File: config.mk
export PLATFORM = sky130hd
export DESIGN_NAME = agu_pw_tracker
export DESIGN_NICKNAME = d
export VERILOG_FILES = /design/src/rtl/agu_pw_tracker.sv
export SDC_FILE = /design/constraint.sdc
export NUM_CORES = 1
export LEC_CHECK = 0
export CORE_UTILIZATION = 45
export CTS_BUF_LIST = sky130_fd_sc_hd__clkbuf_2
export DETAILED_ROUTE_END_ITERATION = 10
export DONT_BUFFER_PORTS = 1
export GPL_ROUTABILITY_DRIVEN = 0
export SYNTH_ARGS = -nofsm -noshare
export SYNTH_HDL_FRONTEND = slang
export SYNTH_SLANG_ARGS = --single-unit
File: constraint.sdc
create_clock -name clk -period 3 [get_ports clk]
set_input_delay 0.3 -clock clk [delete_from_list [all_inputs] [get_ports clk]]
set_output_delay 0.3 -clock clk [all_outputs]
set_load 0.005 [all_outputs]
File: src/rtl/agu_pw_tracker.sv
// agu_pw_tracker: multi-outstanding DTLB page-walk tracker with per-slot walker request IDs.
// Define AGU_PW_MERGE_EN to merge misses into a pending or issued walk of the same VPN.
module agu_pw_tracker #(
    parameter int NUM_WALKS = 2,
    parameter int VPN_W = 20,
    parameter int PPN_W = 22,
    parameter int RQ_BASE = 2,
    parameter int RQ_W = 4,
    localparam int SW = $clog2(NUM_WALKS) + 1
) (
    input  logic             clk,
    input  logic             rst,
    input  logic             IN_missValid,
    input  logic [VPN_W-1:0] IN_missVpn,
    output logic             OUT_missAccept,
    output logic [SW-1:0]    OUT_missSlot,
    output logic             OUT_full,
    input  logic             IN_flush,
    input  logic [PPN_W-1:0] IN_rootPPN,
    output logic             OUT_pwValid,
    output logic [VPN_W-1:0] OUT_pwAddr,
    output logic [PPN_W-1:0] OUT_pwRootPPN,
    output logic [RQ_W-1:0]  OUT_pwRqID,
    input  logic             IN_pwBusy,
    input  logic [RQ_W-1:0]  IN_pwRqID,
    input  logic             IN_pwDone,
    output logic             OUT_doneValid,
    output logic [SW-1:0]    OUT_doneSlot
);
    typedef enum logic [1:0] {FREE, PENDING, ISSUED, ORPHAN} slot_st_t;
    slot_st_t st [NUM_WALKS];
    slot_st_t nxt [NUM_WALKS];
    logic [VPN_W-1:0] vpn [NUM_WALKS];
    logic [VPN_W-1:0] vpn_n [NUM_WALKS];
    logic hit, free_found, alloc, rq_match, req_found, done_found, full_n;
    logic [SW-1:0] hit_slot, free_slot, done_slot;
    logic [VPN_W-1:0] req_vpn;
    logic [RQ_W-1:0] req_rq;
    always_comb begin
        hit = 1'b0;
        hit_slot = '0;
        free_found = 1'b0;
        free_slot = '0;
        alloc = 1'b0;
        rq_match = 1'b0;
        req_found = 1'b0;
        req_vpn = '0;
        req_rq = '0;
        done_found = 1'b0;
        done_slot = '0;
        full_n = 1'b1;
        for (int i = NUM_WALKS - 1; i >= 0; i--) begin
            rq_match = IN_pwRqID == RQ_W'(RQ_BASE + i);
            nxt[i] = st[i];
            if (st[i] == PENDING && IN_pwBusy && rq_match) nxt[i] = ISSUED;
            if ((st[i] == ISSUED || st[i] == ORPHAN) && IN_pwDone && rq_match) nxt[i] = FREE;
            if (st[i] == ISSUED && IN_pwDone && rq_match && !IN_flush) begin
                done_found = 1'b1;
                done_slot = SW'(i);
            end
            if (IN_flush) nxt[i] = nxt[i] == PENDING ? FREE : nxt[i] == ISSUED ? ORPHAN : nxt[i];
`ifdef AGU_PW_MERGE_EN
            // a slot completing this cycle still merges: its TLB fill lands before the replay
            if (!IN_flush && (st[i] == PENDING || st[i] == ISSUED) && vpn[i] == IN_missVpn) begin
                hit = 1'b1;
                hit_slot = SW'(i);
            end
`endif
            if (nxt[i] == FREE) begin
                free_found = 1'b1;
                free_slot = SW'(i);
            end
        end
        alloc = IN_missValid && !hit && free_found;
        for (int i = NUM_WALKS - 1; i >= 0; i--) begin
            vpn_n[i] = vpn[i];
            if (alloc && free_slot == SW'(i)) begin
                nxt[i] = PENDING;
                vpn_n[i] = IN_missVpn;
            end
            if (nxt[i] == PENDING) begin
                req_found = 1'b1;
                req_vpn = vpn_n[i];
                req_rq = RQ_W'(RQ_BASE + i);
            end
            if (nxt[i] == FREE) full_n = 1'b0;
        end
    end
    assign OUT_missAccept = IN_missValid && (hit || free_found);
    assign OUT_missSlot = hit ? hit_slot : free_slot;
    always_ff @(posedge clk) begin
        if (rst) begin
            for (int i = 0; i < NUM_WALKS; i++) st[i] <= FREE;
            OUT_pwValid <= 1'b0;
            OUT_doneValid <= 1'b0;
            OUT_full <= 1'b0;
        end else begin
            for (int i = 0; i < NUM_WALKS; i++) st[i] <= nxt[i];
            OUT_pwValid <= req_found;
            OUT_doneValid <= done_found;
            OUT_full <= full_n;
        end
        for (int i = 0; i < NUM_WALKS; i++) vpn[i] <= vpn_n[i];
        OUT_pwAddr <= req_vpn;
        OUT_pwRootPPN <= IN_rootPPN;
        OUT_pwRqID <= req_rq;
        OUT_doneSlot <= done_slot;
    end
endmodule

==> summary.log <==
INFO  routing        detail_route.vias_per_cell=4.82
INFO  place          dp_hpwl=3380um
INFO  logic_synthesis yosysTopAreaCell=sky130_fd_sc_hd__dfxtp_1
INFO  setup_path     timing.critical_path.to_type=output pin
INFO  routing        routed_wire_length_per_instance=14.1um
INFO  routing        drc=0
INFO  power          internal_power=1.65mW
INFO  run_status     outcome=finished, final reports clean
INFO  grt            global_route.overflow_total=0
INFO  setup_path     crit_path_kind=reg -> out
INFO  floorplan      design.portCount=106
INFO  setup_path     critical_path.max_fanout=4
INFO  power          sw_frac_of_total=27.1%
INFO  setup_path     arrival=1.93ns
INFO  logic_synthesis yosysUniqueCellTypes=36
INFO  hold_path      hold_path.startpoint=IN_flush
INFO  clock_tree     htree_levels=3
INFO  finish         num_antenna_cells=0
INFO  logic_synthesis synth-edff-count=0
INFO  logic_synthesis synth.yosys.warnings=0
INFO  logic_synthesis postSynthCellCount=254
INFO  clock_tree     cts_post_setup_buffers_inserted=0
INFO  finish         flow.area_growth_from_synthesis=20.9%
INFO  timing         worst_case_clock_skew=0.0287ns
INFO  setup_path     regToRegStartpoint=st[0][2]
INFO  clock_tree     clkLatencyLatePin=0.53ns
INFO  logic_synthesis post_synth_main_area_contributors=sky130_fd_sc_hd__dfxtp_1 62%, sky130_fd_sc_hd__mux2i_1 13%, sky130_fd_sc_hd__inv_1 5.4%
INFO  floorplan      rows=29
INFO  finish         n_fill_cell=568
INFO  logic_synthesis leading_post_synthesis_cells_by_instance_count=92 x sky130_fd_sc_hd__dfxtp_1, 43 x sky130_fd_sc_hd__inv_1, 40 x sky130_fd_sc_hd__mux2i_1, 21 x sky130_fd_sc_hd__o22ai_1, 6 x sky130_fd_sc_hd__nor2_1
INFO  routing        dr_total_vias=1,876
INFO  clock_tree     clock_sinks=92
INFO  timing         final-max-slew-violation-count=0
INFO  grt            antenna_violations_before_repair=0
INFO  setup_path     start_kind=flip-flop
INFO  floorplan      starting_density=46.8%
INFO  flow_run       max_cap_viols=0
INFO  power          power.net_switching=0.616mW
INFO  logic_synthesis synth.avg_cell_area=11.7um^2
INFO  timing         timing.final.hold_violations=0
INFO  floorplan      dieWidth=83.2um
INFO  logic_synthesis ys_seq_elements=92
INFO  timing         post-route-period-util=74.4%
INFO  floorplan      die_area=6930um^2
INFO  setup_path     worst_setup_path_startpoint=st[0][0]
INFO  grt            grt_first_pass_wirelength=8740um
INFO  logic_synthesis yosys.area.top_type_share=62.0%
INFO  clock_tree     tritoncts=yes
INFO  clock_tree     clk_pin_slew=0.25ns
INFO  setup_path     worstPathRequired=2.70ns
INFO  logic_synthesis mappedNetlistArea=2970um^2
INFO  timing         fin_tns_setup=0ns
INFO  logic_synthesis synth.most_common_cell=sky130_fd_sc_hd__dfxtp_1
INFO  power          peakVddDrop=0.000360V
INFO  clock_tree     cts_inserted_buffers=9
INFO  floorplan      core=6350um^2
INFO  finish         proportion_of_layout_cells_with_a_drive_suffix_above_1=11.9%
INFO  timing         max_freq=448MHz
INFO  timing         grt_setup_unrepaired=false
INFO  grt            first_global_vias=1,787
INFO  logic_synthesis postSynth.topFlopCell=sky130_fd_sc_hd__dfxtp_1
INFO  routing        drt-initial-drc-count=67
INFO  power          p_comb_share=12.2%
INFO  power          leakage=1.62nW
INFO  logic_synthesis synth-async-reset-ratio=0%
INFO  floorplan      die_h=83.2um
INFO  power          seqPwrFrac=63.7%
INFO  timing         report.final.setup_viol=0
INFO  clock_tree     clock_tree.root_cell=sky130_fd_sc_hd__clkbuf_2
INFO  place          count_of_port_buffers_added_during_placement=0
INFO  timing         final_period_minus_worst_setup_slack=2.23ns
INFO  clock_tree     post_cts_resized=0
INFO  clock_tree     ctsLongestPathBuffers=2
INFO  power          power-per-cell-area=632nW/um^2
INFO  hold_path      holdCritPathClass=in -> reg
INFO  power          p_clk_share=24.0%
INFO  timing         fin_worst_hold_slack=0.0634ns
INFO  routing        ant_nets=0
INFO  logic_synthesis synth-seq-area-share=62.0%
INFO  routing        drt_wl_total=5490um
INFO  grt            gr-usage-all-layers=16.6%
INFO  routing        first_pass_iters=4
INFO  grt            grt_max_degree=23
INFO  finish         fin_nets=359
==> metal layers <==
metal | GRT usage [%] | wire (um) | vias to the layer above
met3 | 4.77 | 322 | 11
met4 | 8.93 | 116 | 0
met2 | 27.6 | 2740 | 57
met5 | 0 | 0 | -
li1 | - | - | 945
met1 | 19.1 | 2310 | 863
==> stage by stage <==
step	setup WS, ns	area (um^2)	cells	utilization [%]	power [mW]
global placement	0.877	3020	326	47.5	1.69
finish	0.767	3590	389	56.6	2.27
floorplan	1.03	2980	257	-	1.65
CTS	0.713	3590	389	56.6	2.30
detailed placement	0.808	3020	326	47.5	1.70
global route	0.553	3590	389	56.6	2.39
==> layout by cell type (no fill, tap or decap), types with 2 or more instances in the layout <==
cell type,netlist,final
sky130_fd_sc_hd__dfxtp_1,92,92
sky130_fd_sc_hd__dlygate4sd3_1,0,47
sky130_fd_sc_hd__inv_1,43,43
sky130_fd_sc_hd__mux2i_1,40,40
sky130_fd_sc_hd__o22ai_1,21,20
sky130_fd_sc_hd__clkbuf_2,0,9
sky130_fd_sc_hd__nor2_1,6,6
sky130_fd_sc_hd__a21oi_1,5,5
sky130_fd_sc_hd__buf_4,4,5
sky130_fd_sc_hd__nor3_1,4,4
sky130_fd_sc_hd__conb_1,1,4
sky130_fd_sc_hd__o21ai_0,3,3
sky130_fd_sc_hd__inv_6,0,3
sky130_fd_sc_hd__inv_2,2,2
sky130_fd_sc_hd__and2_1,2,2
sky130_fd_sc_hd__nand2_1,2,2
sky130_fd_sc_hd__clkinvlp_4,0,2
==> state kept, by name, indices dropped and copies added, names as in the netlist <==
name           flops
OUT_pwAddr        20
OUT_doneValid      1
OUT_pwRootPPN     22
OUT_pwValid        1
OUT_full           1
vpn               40
OUT_pwRqID         2
OUT_doneSlot       1
st                 4
==> power groups by stage <==
stage	Combinational [mW]	Sequential (mW)	Clock (mW)
finish	0.278	1.45	0.546
floorplan	0.194	1.46	0
global route	0.314	1.46	0.616
global placement	0.218	1.47	0
detailed placement	0.225	1.47	0
CTS	0.279	1.45	0.571
==> critical path, stage by stage, from the launching register on <==
cell,delay [ns]
sky130_fd_sc_hd__dfxtp_1,0.40
sky130_fd_sc_hd__nor2b_2,0.17
sky130_fd_sc_hd__a311oi_2,0.47
sky130_fd_sc_hd__nor2_1,0.17
sky130_fd_sc_hd__a21oi_1,0.21
==> kinds of logic (layout without fill, tap and decap cells) <==
family          after synthesis  in the layout  share of synthesized area, %
mux                          41             41                          13.9
buf+inv                      58            113                          9.27
compound gates               40             40                          9.65
simple gates                 22             22                          5.06
other cells                   1              4                         0.126
flops                        92             92                          62.0
==> repair_timing <==
action / CTS / global route
hold buffers: 47 / 0
setup endpoints to repair: 0 / 0
endpoints found under the hold margin: 90 / 0
==> final cells by class <==
class | count | area, um^2 | area share [%]
Multi-Input combinational cell | 107 | 873 | 24.3
Tap cell | 77 | 96.3 | 2.68
Timing Repair Buffer | 52 | 508 | 14.1
Clock inverter | 7 | 57.6 | 1.60
Clock buffer | 9 | 45.0 | 1.25
Inverter | 45 | 169 | 4.70
Sequential cell | 92 | 1840 | 51.3
==> final timing paths <==
check / slack [ns] / depth (start not counted) / endpoint
worst max-delay path: 0.77 / 4 / OUT_missAccept
worst min-delay path: 0.06 / 4 / st[0][0]
worst max register to register: 0.81 / 7 / OUT_pwAddr[4]
worst min register to register: 0.48 / 2 / vpn[0][31]
No activity file was read; power rests on OpenSTA's default activity.
